**src/rtl/writeback_arbiter_if.sv**
```systemverilog
// rtl/writeback_arbiter_if.sv - producer and register-file write port bundle for the writeback arbiter
interface writeback_arbiter_if #(
  parameter int DATA_WIDTH = 32,
  parameter int SEL_BITS   = 5
);
  logic                  alu_valid;
  logic [SEL_BITS-1:0]   alu_sel;
  logic [DATA_WIDTH-1:0] alu_data;
  logic                  alu_ready;
  logic                  mem_valid;
  logic [SEL_BITS-1:0]   mem_sel;
  logic [2:0]            mem_funct3;
  logic [1:0]            mem_addr_lo;
  logic [DATA_WIDTH-1:0] mem_rdata;
  logic                  wEn;
  logic [SEL_BITS-1:0]   write_sel;
  logic [DATA_WIDTH-1:0] write_data;
  logic                  misalign;

  modport master (
    output alu_valid, alu_sel, alu_data, mem_valid, mem_sel, mem_funct3, mem_addr_lo, mem_rdata,
    input  alu_ready, wEn, write_sel, write_data, misalign
  );

  modport slave (
    input  alu_valid, alu_sel, alu_data, mem_valid, mem_sel, mem_funct3, mem_addr_lo, mem_rdata,
    output alu_ready, wEn, write_sel, write_data, misalign
  );
endinterface

```
**src/rtl/writeback_arbiter.sv**
```systemverilog
// rtl/writeback_arbiter.sv - register-file write port arbiter: loads first, ALU results via skid FIFO
module writeback_arbiter #(
  parameter int DATA_WIDTH = 32,
  parameter int SEL_BITS   = 5,
  parameter int FIFO_DEPTH = 2
) (
  input logic                 clock,
  input logic                 reset,
  writeback_arbiter_if.slave  bus
);
  localparam int IW = $clog2(FIFO_DEPTH);
  localparam int CW = IW + 1;

  logic [SEL_BITS-1:0]   q_sel  [FIFO_DEPTH];
  logic [DATA_WIDTH-1:0] q_data [FIFO_DEPTH];
  logic [CW-1:0]         count;

  logic [SEL_BITS-1:0]   n_sel  [FIFO_DEPTH];
  logic [DATA_WIDTH-1:0] n_data [FIFO_DEPTH];
  logic [CW-1:0]         n_count;

  logic [DATA_WIDTH-1:0] shifted, ld_data;
  logic                  ld_mis, ld_write, alu_take, deq, bypass, enq;
  logic                  w_en;
  logic [SEL_BITS-1:0]   w_sel;
  logic [DATA_WIDTH-1:0] w_data;

  assign bus.alu_ready = !reset && (count < CW'(FIFO_DEPTH));

  always_comb begin
    shifted = bus.mem_rdata >> {bus.mem_addr_lo, 3'b000};
    ld_data = shifted;
    ld_mis  = 1'b0;
    case (bus.mem_funct3)
      3'b000:  ld_data = {{(DATA_WIDTH-8){shifted[7]}}, shifted[7:0]};
      3'b100:  ld_data = {{(DATA_WIDTH-8){1'b0}}, shifted[7:0]};
      3'b001: begin
        ld_data = {{(DATA_WIDTH-16){shifted[15]}}, shifted[15:0]};
        ld_mis  = bus.mem_addr_lo[0];
      end
      3'b101: begin
        ld_data = {{(DATA_WIDTH-16){1'b0}}, shifted[15:0]};
        ld_mis  = bus.mem_addr_lo[0];
      end
      default: ld_mis = (bus.mem_addr_lo != 2'b00);
    endcase
  end

  // x0 writes complete the ALU handshake but are never queued or written
  assign ld_write = bus.mem_valid && !ld_mis && (bus.mem_sel != '0);
  assign alu_take = bus.alu_valid && bus.alu_ready && (bus.alu_sel != '0);
  assign deq      = !ld_write && (count != '0);
  assign bypass   = alu_take && (count == '0) && !ld_write;
  assign enq      = alu_take && !bypass;

  // Survivors are packed toward the head, skipping the dequeued head and any
  // entry the load overwrites; the same-cycle ALU input is younger and goes last.
  always_comb begin
    logic [CW-1:0] n;
    n = '0;
    for (int i = 0; i < FIFO_DEPTH; i++) begin
      n_sel[i]  = '0;
      n_data[i] = '0;
    end
    for (int i = 0; i < FIFO_DEPTH; i++) begin
      if ((CW'(i) < count) && !(deq && (i == 0)) && !(ld_write && (q_sel[i] == bus.mem_sel))) begin
        n_sel[n[IW-1:0]]  = q_sel[i];
        n_data[n[IW-1:0]] = q_data[i];
        n = n + 1'b1;
      end
    end
    if (enq) begin
      n_sel[n[IW-1:0]]  = bus.alu_sel;
      n_data[n[IW-1:0]] = bus.alu_data;
      n = n + 1'b1;
    end
    n_count = n;
  end

  always_comb begin
    w_en   = 1'b0;
    w_sel  = '0;
    w_data = '0;
    if (ld_write) begin
      w_en   = 1'b1;
      w_sel  = bus.mem_sel;
      w_data = ld_data;
    end else if (count != '0) begin
      w_en   = 1'b1;
      w_sel  = q_sel[0];
      w_data = q_data[0];
    end else if (bypass) begin
      w_en   = 1'b1;
      w_sel  = bus.alu_sel;
      w_data = bus.alu_data;
    end
  end

  always_ff @(posedge clock) begin
    if (reset) begin
      count          <= '0;
      bus.wEn        <= 1'b0;
      bus.write_sel  <= '0;
      bus.write_data <= '0;
      bus.misalign   <= 1'b0;
      for (int i = 0; i < FIFO_DEPTH; i++) begin
        q_sel[i]  <= '0;
        q_data[i] <= '0;
      end
    end else begin
      count          <= n_count;
      bus.wEn        <= w_en;
      bus.write_sel  <= w_sel;
      bus.write_data <= w_data;
      bus.misalign   <= bus.mem_valid && ld_mis;
      for (int i = 0; i < FIFO_DEPTH; i++) begin
        q_sel[i]  <= n_sel[i];
        q_data[i] <= n_data[i];
      end
    end
  end
endmodule

```
**src/flat_wrapper.sv**
```systemverilog
// flat-port wrapper written by rule: the top's interface ports become plain ports
module writeback_arbiter_flat 
#(
  parameter int DATA_WIDTH = 32,
  parameter int SEL_BITS   = 5,
  parameter int FIFO_DEPTH = 2
)
  (clock, reset, bus_alu_valid, bus_alu_sel, bus_alu_data, bus_mem_valid, bus_mem_sel, bus_mem_funct3, bus_mem_addr_lo, bus_mem_rdata, bus_alu_ready, bus_wEn, bus_write_sel, bus_write_data, bus_misalign);
  writeback_arbiter_if #(.DATA_WIDTH(DATA_WIDTH), .SEL_BITS(SEL_BITS)) bus_i ();
  input logic clock;
  input logic reset;
  input wire logic [$bits(bus_i.alu_valid)-1:0] bus_alu_valid;
  input wire logic [$bits(bus_i.alu_sel)-1:0] bus_alu_sel;
  input wire logic [$bits(bus_i.alu_data)-1:0] bus_alu_data;
  input wire logic [$bits(bus_i.mem_valid)-1:0] bus_mem_valid;
  input wire logic [$bits(bus_i.mem_sel)-1:0] bus_mem_sel;
  input wire logic [$bits(bus_i.mem_funct3)-1:0] bus_mem_funct3;
  input wire logic [$bits(bus_i.mem_addr_lo)-1:0] bus_mem_addr_lo;
  input wire logic [$bits(bus_i.mem_rdata)-1:0] bus_mem_rdata;
  output wire logic [$bits(bus_i.alu_ready)-1:0] bus_alu_ready;
  output wire logic [$bits(bus_i.wEn)-1:0] bus_wEn;
  output wire logic [$bits(bus_i.write_sel)-1:0] bus_write_sel;
  output wire logic [$bits(bus_i.write_data)-1:0] bus_write_data;
  output wire logic [$bits(bus_i.misalign)-1:0] bus_misalign;
  assign bus_i.alu_valid = bus_alu_valid;
  assign bus_i.alu_sel = bus_alu_sel;
  assign bus_i.alu_data = bus_alu_data;
  assign bus_i.mem_valid = bus_mem_valid;
  assign bus_i.mem_sel = bus_mem_sel;
  assign bus_i.mem_funct3 = bus_mem_funct3;
  assign bus_i.mem_addr_lo = bus_mem_addr_lo;
  assign bus_i.mem_rdata = bus_mem_rdata;
  assign bus_alu_ready = bus_i.alu_ready;
  assign bus_wEn = bus_i.wEn;
  assign bus_write_sel = bus_i.write_sel;
  assign bus_write_data = bus_i.write_data;
  assign bus_misalign = bus_i.misalign;
  writeback_arbiter #(.DATA_WIDTH(DATA_WIDTH), .SEL_BITS(SEL_BITS), .FIFO_DEPTH(FIFO_DEPTH)) u_core (.clock(clock), .reset(reset), .bus(bus_i));
endmodule
```
**config.mk**
```make
export PLATFORM = sky130hd
export DESIGN_NAME = writeback_arbiter_flat
export DESIGN_NICKNAME = d
export VERILOG_FILES = /design/src/rtl/writeback_arbiter_if.sv /design/src/rtl/writeback_arbiter.sv /design/src/flat_wrapper.sv
export SDC_FILE = /design/constraint.sdc
export NUM_CORES = 1
export LEC_CHECK = 0
export ABC_AREA = 1
export CAP_MARGIN = 20
export CORE_MARGIN = 8
export CORE_UTILIZATION = 35
export CTS_BUF_LIST = sky130_fd_sc_hd__clkbuf_16
export CTS_CLUSTER_SIZE = 30
export DETAILED_ROUTE_END_ITERATION = 7
export DONT_BUFFER_PORTS = 1
export REMOVE_ABC_BUFFERS = 1
export SLEW_MARGIN = 20
export SYNTH_ARGS = -nofsm -noshare
export SYNTH_HDL_FRONTEND = slang
export SYNTH_SLANG_ARGS = --single-unit
```
**constraint.sdc**
```tcl
create_clock -name clock -period 3.6 [get_ports clock]
set_input_delay 0.72 -clock clock [delete_from_list [all_inputs] [get_ports clock]]
set_output_delay 0.72 -clock clock [all_outputs]
set_load 0.01 [all_outputs]
```
==> impl_metrics.py, run 1 <==
metrics = {
    "run_status": {
        "status": "complete, no violations",
    },
    "synth": {
        "yosysMostFrequentCell": "nand2_1",
        "avgSynthCellArea_um2": 6.77,
        "yosysTopAreaCell": "dfxtp_1",
        "synth_cell_types": 29,
        "syn_area_mm2": 0.00624,
        "synth_edf_count": 0,
        "synth_flop_cell": "dfxtp_1",
        "seq_area_frac_synth": 0.369,
        "synthArstFlopShare": 0,
        "synth.area.top_cells": "dfxtp_1 (37%), a21oi_1 (12%), nand2_1 (11%), nand3_1 (11%), o21bai_1 (8.9%)",
        "synth_seq_cells": 115,
        "synth_common_cells": "nand2_1 (188), a21oi_1 (149), nand3_1 (140)",
        "synthCells": 922,
        "ys_warn_count": 0,
        "synth_top_area_share": 0.369,
    },
    "die": {
        "num_io_pins": 123,
        "die-area_mm2": 0.0224,
        "die_h_um": 150,
        "die_w_um": 150,
        "initial_utilization": 0.352,
        "rows": 49,
        "core_mm2": 0.0177,
    },
    "placed_design": {
        "io_buffers": 0,
        "dp_hpwl_um": 13200,
        "pre_cts_ws_ns": 0.766,
        "gp_congestion": 0.817,
        "placed_area_mm2": 0.00630,
    },
    "clocking": {
        "cts_root_buf": "clkbuf_16",
        "clockBufferDepth": 2,
        "insertion_delay_ns": 0.43,
        "cts_htree_levels": 4,
        "post_cts_buffers": 0,
        "ctsHoldBuffers": 0,
        "cts_buffers": 17,
        "cts_tree": "done",
        "cts_sinks": 115,
        "postCtsResizedCells": 0,
        "clk_pin_slew_ns": 0.05,
    },
    "global_route": {
        "grt_util_met3": 0.0587,
        "grt_pass1_wl_um": 31400,
        "grt_use_met1": 0.232,
        "grt_max_degree": 80,
        "grt_overflow": 0,
        "grt_pass1_vias": 5419,
        "busiest_layer": "met2",
        "met2_usage": 0.277,
        "antenna_found_initial": 2,
        "grt_usage": 0.182,
    },
    "sta": {
        "slew_headroom": 0.439,
        "finalMaxSlewViolations": 0,
        "worstMarginPinSlew_ns": 0.841,
        "setup_viol": 0,
        "fin_crit_sh": 0.677,
        "fin_crit_ns": 2.44,
        "finalHoldViolCount": 0,
        "setup_tns_ns": 0,
        "grt_setup_unrepaired": "false",
        "finalWorstSetupSlack_ns": 1.16,
        "fmax_mhz": 410,
        "skew_ns": 0.0117,
    },
    "finish": {
        "area_growth_pct": 10.1,
        "multiInputGateArea_mm2": 0.00327,
        "drive_gt1_frac": 0.0660,
        "nFillCells": 1842,
        "seq_area_mm2": 0.00230,
        "fin_area_mm2": 0.00687,
        "fin_nets": 966,
        "n_antenna_cell": 0,
        "final_util": 0.388,
    },
    "routing": {
        "drc_errors": 0,
        "vias": 5853,
        "ant_nets": 0,
        "dr.pass1.iters": 6,
        "drt-wirelength-per-cell_um": 18.0,
        "drtIter0Drc": 572,
        "totalWireLength_um": 20200,
        "via_per_inst": 5.21,
    },
    "worst_setup_path": {
        "crit_type": "primary input to register",
        "crit_path_start_kind": "primary input",
        "crit_arrival_ns": 2.78,
        "critPathCaptureType": "register",
        "cp_max_fo": 59,
        "cp.required_ns": 3.94,
    },
    "flow_run": {
        "drv_cap": 0,
    },
    "power": {
        "ir_worst_vdd_mv": 0.318,
        "p_leak_nw": 2.76,
        "powerDensity_mw_per_mm2": 474,
    },
    "min_path": {
        "hold_class": "primary input to register",
    },
}
[placed cells by master (no fill, tap or decap), drive strengths merged]
cell	netlist	layout
o21bai	74	74
clkinvlp	0	4
mux2i	7	7
dfxtp	115	115
nor2	31	31
nand2	190	190
clkbuf	34	17
o211ai	1	1
nand3	142	142
inv	87	87
o21ai	39	39
bufinv	0	2
buf	40	14
o22ai	3	3
ha	2	2
nor3b	1	1
xnor2	2	2
clkinv	1	10
a21oi	149	149
nor3	3	3
or2	1	1
[metrics by stage]
stage,total power [W],hold WS (ns),instances
finish,0.00326,0.401,1123
global route,0.00338,0.371,1123
CTS,0.00329,0.361,1123
detailed placement,0.00165,0.469,1091
global placement,0.00164,0.466,1091
floorplan,0.00156,0.457,848
[routing by layer]
| layer | vias to the layer above | share of wire |
|---|---|---|
| met2 | 172 | 0.44 |
| met5 | - | 0.0013 |
| met1 | 2666 | 0.44 |
| met3 | 34 | 0.092 |
| met4 | 4 | 0.024 |
| li1 | 2977 | - |
[flip-flops by register name (all words and copies together), names as in the netlist]
register,count
u_core.bus.write_sel,5
u_core.q_data,64
u_core.q_sel,10
u_core.bus.write_data,32
u_core.bus.wEn,1
u_core.count,2
u_core.bus.misalign,1
[cell type report]
type / count / share of cell area
Clock buffer: 17 / 0.0619
Clock inverter: 15 / 0.0208
Inverter: 88 / 0.0481
Multi-Input combinational cell: 645 / 0.475
Sequential cell: 115 / 0.335
Tap cell: 229 / 0.0417
Timing Repair Buffer: 14 / 0.0171
[worst paths after layout]
check                                           from                    to  cells past startpoint  slack [ns]
worst max-delay path               bus_mem_funct3[0]   u_core.q_data[0][3]                     14        1.16
worst min-delay path                           reset       u_core.count[0]                      1        0.40
worst max register to register    u_core.q_sel[0][6]   u_core.q_data[0][3]                     15        1.20
worst min register to register  u_core.q_data[0][42]  u_core.q_data[0][42]                      2        0.48
[power by group]
group / switching, W / leakage [nW] / internal, W
Sequential: 0.0000313 / 0.934 / 0.00131
Clock: 0.000633 / 0.267 / 0.00101
Combinational: 0.000175 / 1.56 / 0.000101
Total: 0.000839 / 2.76 / 0.00242
[logic make-up after synthesis]
logic type	count (synthesis)	synth area share
compound gates	266	0.244
xor+xnor	2	0.00281
fa+ha+maj	2	0.00401
buf+inv	162	0.110
flops	115	0.369
mux	7	0.0112
simple gates	368	0.259
[critical path, cell delays in order]
cell and delay (ns):
nor2_4 0.19, nor2_1 0.08, nor2_2 0.12, nand3_2 0.09, nor2_1 0.19, nor2_4 0.04
inv_1 0.05, ha_1 0.25, inv_1 0.08, nand3_2 0.32, buf_12 0.32, nand2_1 0.10
inv_1 0.04, a21oi_1 0.14
No activity file was read; power rests on OpenSTA's default activity.
==> run 2, diff against run 1 <==
--- a/config.mk
+++ b/config.mk
@@ -5,7 +5,7 @@
 export SDC_FILE = /design/constraint.sdc
 export NUM_CORES = 1
 export LEC_CHECK = 0
-export ABC_AREA = 1
+export ABC_AREA = 0
 export CAP_MARGIN = 20
 export CORE_MARGIN = 8
 export CORE_UTILIZATION = 35
==> constraint.sdc (replaced) <==
create_clock -name clock -period 2.5 [get_ports clock]
set_input_delay 0.5 -clock clock [delete_from_list [all_inputs] [get_ports clock]]
set_output_delay 0.5 -clock clock [all_outputs]
set_load 0.01 [all_outputs]
==> run 2 against run 1 <==
Against the previous run: via count down 6.5%; clock skew hardly changed; routed wire length increased by 3.5%; combinational power is 53% higher; die area shrank 9.1%; final cell count shrank 24%; clock-buffer cell count stayed put; core utilization up 2.8 points; critical path type unchanged.
==> impl_metrics.py, run 2 <==
metrics = {
    "clocking": {
        "insertion_delay_ns": 0.43,
        "cts_sinks": 115,
        "cts_tree": "done",
        "cts_htree_levels": 4,
        "ctsHoldBuffers": 0,
        "cts_buffers": 17,
        "clockBufferDepth": 2,
        "cts_root_buf": "clkbuf_16",
        "postCtsResizedCells": 0,
        "post_cts_buffers": 0,
        "clk_pin_slew_ns": 0.06,
    },
    "sta": {
        "fin_crit_sh": 0.948,
        "worstMarginPinSlew_ns": 1.13,
        "finalHoldViolCount": 0,
        "setup_viol": 0,
        "finalWorstSetupSlack_ns": 0.130,
        "fmax_mhz": 422,
        "fin_crit_ns": 2.37,
        "slew_headroom": 0.245,
        "skew_ns": 0.0121,
        "timing.hold.ws_ns": 0.153,
        "finalMaxSlewViolations": 0,
        "grt_setup_unrepaired": "false",
    },
    "run_status": {
        "status": "complete, no violations",
    },
    "synth": {
        "synth_flop_cell": "dfxtp_1",
        "synth_edf_count": 0,
        "synthArstFlopShare": 0,
        "ys_warn_count": 0,
        "synth.area.top_cells": "dfxtp_1 (41%), a311oi_1 (5.8%), nand3_1 (5.5%), o211ai_1 (5.1%), a21oi_1 (4.7%)",
        "synth_cell_types": 44,
        "synth_seq_cells": 115,
        "synth_top_area_share": 0.411,
        "synthCells": 643,
        "seq_area_frac_synth": 0.411,
        "synth_common_cells": "dfxtp_1 (115), nand3_1 (62), a21oi_1 (53), nor3_1 (53), clkbuf_1 (46)",
        "avgSynthCellArea_um2": 8.72,
        "yosysTopAreaCell": "dfxtp_1",
        "yosysMostFrequentCell": "dfxtp_1",
        "syn_area_mm2": 0.00560,
    },
    "finish": {
        "multiInputGateArea_mm2": 0.00303,
        "seq_area_mm2": 0.00230,
        "layout_common_cells": "dfxtp_1 (115), nand3_1 (62), nor3_1 (53), a21oi_1 (53), o211ai_1 (38)",
        "largest_reg_flops": 64,
        "top_regs": "u_core.q_data: 64 flops, u_core.bus.write_data: 32 flops, u_core.q_sel: 10 flops",
        "fin_nets": 714,
        "fin_area_mm2": 0.00655,
        "largest-register": "u_core.q_data",
        "final_util": 0.415,
        "area_growth_pct": 16.9,
        "final_common_cell": "dfxtp_1",
        "drive_gt1_frac": 0.154,
        "nFillCells": 1588,
    },
    "die": {
        "num_io_pins": 123,
        "die_w_um": 143,
        "rows": 46,
        "initial_utilization": 0.355,
        "core_mm2": 0.0158,
        "die_h_um": 143,
        "die-area_mm2": 0.0203,
    },
    "placed_design": {
        "io_buffers": 0,
        "dp_hpwl_um": 13500,
        "pre_cts_ws_ns": -0.408,
        "gp_congestion": 0.891,
        "placed_area_mm2": 0.00596,
    },
    "routing": {
        "drt-wirelength-per-cell_um": 24.3,
        "totalWireLength_um": 20900,
        "vias": 5475,
        "via_per_inst": 6.38,
        "dr.pass1.iters": 5,
        "ant_nets": 0,
        "drtIter0Drc": 712,
        "drc_errors": 0,
    },
    "power": {
        "p_leak_nw": 2.15,
        "powerDensity_mw_per_mm2": 699,
        "ir_worst_vdd_mv": 0.530,
    },
    "global_route": {
        "antenna_found_initial": 1,
        "grt_overflow": 0,
        "grt_pass1_vias": 5321,
        "grt_max_degree": 89,
        "grt_usage": 0.205,
        "grt_pass1_wl_um": 31800,
    },
    "worst_setup_path": {
        "crit_path_start_kind": "primary input",
        "r2r_cells": 9,
        "critPathCaptureType": "register",
        "cp.required_ns": 2.82,
        "r2r_setup_slack_ns": 0.19,
        "crit_type": "primary input to register",
        "crit_arrival_ns": 2.69,
        "cp_max_fo": 24,
    },
    "flow_run": {
        "drv_cap": 0,
    },
    "min_path": {
        "hold_class": "primary input to register",
        "hold_depth": 1,
    },
}
-- run 2: kinds of logic after synthesis --
group | share of synthesized area
muxes | 0.0326
xor gates and xnor gates | 0.0156
DFF | 0.411
adders and majority gates | 0.00446
buffers and inverters | 0.0621
AOI/OAI and AO/OA | 0.291
and+or+nand+nor | 0.184
-- run 2: routing by layer --
| metal | part of all wire | GRT usage | vias to the layer above |
|---|---|---|---|
| met3 | 0.10 | 0.0795 | 44 |
| met2 | 0.46 | 0.307 | 308 |
| met1 | 0.41 | 0.252 | 2649 |
| li1 | - | - | 2474 |
| met5 | 0 | 0 | - |
| met4 | 0.030 | 0.0968 | 0 |
-- run 2: where the power goes --
group          switching, W  internal [W]  total, W
Clock              0.000895       0.00133   0.00222
Combinational      0.000257      0.000165  0.000421
Sequential        0.0000471       0.00189   0.00194
Total               0.00120       0.00338   0.00458
-- run 2: final timing paths --
| path | startpoint | to |
|---|---|---|
| max reg2reg | u_core.q_sel[0][1] | u_core.q_data[0][50] |
| min reg2reg | u_core.q_data[0][49] | u_core.q_data[0][49] |
| min | reset | u_core.bus.write_data[2] |
| max | bus_mem_sel[1] | u_core.q_sel[0][3] |
-- run 2: cell type report --
cell class	instances	share of cell area
Timing Repair Buffer	44	0.0625
Clock inverter	14	0.0151
Inverter	3	0.00172
Tap cell	216	0.0413
Multi-Input combinational cell	448	0.463
Sequential cell	115	0.351
Clock buffer	17	0.0649
Antenna cell	1	0.000382
-- run 2: worst max-delay path, cell delays in order --
cell and delay, ns:
or4_1 0.54, o211a_2 0.29, a41oi_2 0.17, inv_1 0.10, ha_4 0.26, nand2b_1 0.16
nand2b_2 0.22, buf_12 0.18, a311oi_1 0.26
-- run 2: stage by stage --
stage	std cells	setup TNS, ns	total power (W)
6_report	858	0	0.00458
5_1_grt	858	0	0.00473
4_1_cts	857	0	0.00460
3_5_place_dp	826	-21.06	0.00239
3_3_place_gp	826	-17.75	0.00239
2_1_floorplan	566	-141.79	0.00221
==> run 3, diff against run 2 <==
--- a/config.mk
+++ b/config.mk
@@ -7,7 +7,7 @@
 export LEC_CHECK = 0
 export ABC_AREA = 0
 export CAP_MARGIN = 20
-export CORE_MARGIN = 8
+export CORE_MARGIN = 5
 export CORE_UTILIZATION = 35
 export CTS_BUF_LIST = sky130_fd_sc_hd__clkbuf_16
 export CTS_CLUSTER_SIZE = 30
==> run 3 against run 2 <==
Against the previous run: largest power group unchanged; critical path depth shrank 1; register-to-register slack is essentially flat; critical endpoint is now u_core.q_data[0][46]; design area is essentially flat.
==> impl_metrics.py, run 3 (synthesized netlist as in run 2, its figures left out) <==
metrics = {
    "run_status": {
        "status": "complete, no violations",
    },
    "sta": {
        "fmax_mhz": 419,
        "setup_viol": 0,
        "skew_ns": 0.00940,
        "finalWorstSetupSlack_ns": 0.116,
        "timing.hold.ws_ns": 0.170,
        "fin_crit_ns": 2.38,
        "finalHoldViolCount": 0,
        "worstMarginPinSlew_ns": 0.644,
        "fin_crit_sh": 0.954,
        "setup_tns_ns": 0,
        "finalMaxSlewViolations": 0,
        "slew_headroom": 0.571,
        "grt_setup_unrepaired": "false",
    },
    "routing": {
        "dr.pass1.iters": 5,
        "drt-wirelength-per-cell_um": 23.9,
        "via_per_inst": 6.46,
        "drc_errors": 0,
        "totalWireLength_um": 20500,
        "drtIter0Drc": 703,
        "ant_nets": 0,
        "vias": 5530,
    },
    "die": {
        "die_w_um": 137,
        "die-area_mm2": 0.0186,
        "num_io_pins": 123,
        "initial_utilization": 0.355,
        "core_mm2": 0.0158,
        "rows": 46,
        "die_h_um": 137,
    },
    "global_route": {
        "grt_overflow": 0,
        "grt_max_degree": 89,
        "met2_usage": 0.328,
        "busiest_layer": "met2",
        "grt_util_met3": 0.0739,
        "grt_use_met1": 0.270,
        "grt_pass1_vias": 5201,
        "grt_usage": 0.215,
        "grt_pass1_wl_um": 30800,
        "antenna_found_initial": 0,
    },
    "worst_setup_path": {
        "crit_arrival_ns": 2.74,
        "cp_max_fo": 29,
        "path_delay_family": "simple AND/OR/NAND/NOR gates",
        "r2r_setup_slack_ns": 0.18,
        "crit_path_max_incr_delay_ns": 0.51,
        "crit_buf_inv": 2,
        "crit_type": "primary input to register",
        "cp.required_ns": 2.85,
        "crit_path_start_kind": "primary input",
        "critPathCaptureType": "register",
        "cpMaxStageDelayCell": "or4_1",
        "path_cells": "or4_1 -> o211a_2 -> a41oi_2 -> inv_1 -> ha_1 -> buf_4 -> and3_4 -> a22o_1",
    },
    "clocking": {
        "cts_sinks": 115,
        "post_cts_buffers": 0,
        "cts_htree_levels": 4,
        "clk_pin_slew_ns": 0.05,
        "cts_root_buf": "clkbuf_16",
        "clockBufferDepth": 2,
        "cts_tree": "done",
        "cts_buffers": 17,
        "insertion_delay_ns": 0.42,
    },
    "power": {
        "powerDensity_mw_per_mm2": 733,
        "p_leak_nw": 2.16,
        "ir_worst_vdd_mv": 0.456,
    },
    "placed_design": {
        "io_buffers": 0,
        "pre_cts_ws_ns": -0.334,
        "dp_hpwl_um": 13600,
        "gp_congestion": 0.861,
        "placed_cells": 823,
    },
    "finish": {
        "layout_common_cells": "dfxtp_1 (115), nand3_1 (62), nor3_1 (53), a21oi_1 (53), o211ai_1 (38)",
        "final_util": 0.416,
        "drive_gt1_frac": 0.144,
        "largest-register": "u_core.q_data",
        "nFillCells": 1575,
        "area_growth_pct": 17.0,
        "fin_nets": 711,
        "largest_reg_flops": 64,
        "final_cells": 856,
        "final_common_cell": "dfxtp_1",
        "top_regs": "u_core.q_data: 64 flops, u_core.bus.write_data: 32 flops, u_core.q_sel: 10 flops",
    },
    "flow_run": {
        "drv_cap": 0,
    },
    "min_path": {
        "hold_class": "primary input to register",
    },
}
## run 3: cell count changes in the layout (fill, tap and decap cells not counted), sizes merged
cell and change:
clkinvlp -1, bufinv +2, inv +1, buf -3, clkinv -1
## run 3: path summary, 6_finish.rpt
path	from	cells after the start	endpoint
min reg2reg	u_core.q_data[0][50]	1	u_core.q_data[0][50]
min	reset	1	u_core.bus.write_sel[2]
max reg2reg	u_core.q_sel[0][1]	9	u_core.q_data[0][46]
max	bus_mem_sel[1]	8	u_core.q_data[0][46]
## run 3: area by class of cell
class | instances | area [µm²] | area share
antenna | 1 | 2.50 | 0.000382
tap | 216 | 270 | 0.0412
sequential | 115 | 2300 | 0.351
clock inverter | 15 | 166 | 0.0254
timing repair buffer | 41 | 383 | 0.0584
multi-input combinational | 448 | 2990 | 0.457
clock buffer | 17 | 425 | 0.0649
inverter | 3 | 11.3 | 0.00172
## run 3: metrics by stage
| stage | power [W] | instance area [µm²] |
|---|---|---|
| 6_report | 0.00480 | 6560 |
| 5_1_grt | 0.00497 | 6550 |
| 2_1_floorplan | 0.00221 | 5270 |
| 3_5_place_dp | 0.00238 | 5940 |
| 4_1_cts | 0.00482 | 6530 |
| 3_3_place_gp | 0.00237 | 5940 |
## run 3: repair_timing
action                     in CTS  in global routing
resized for setup               0                  4
setup endpoints to repair       0                 21
hold buffers                    0                  0
## run 3: power by group
group	total, W	switching [W]	internal (W)	leakage, nW
logic	0.000414	0.000255	0.000159	0.946
registers	0.00193	0.0000453	0.00189	0.934
clock network	0.00245	0.000901	0.00155	0.281
total	0.00480	0.00120	0.00360	2.16
## run 3: routing by layer
layer	wire (µm)	up-vias
met5	0	-
met4	778	0
met3	2360	53
met2	9340	356
met1	7980	2660
li1	-	2461
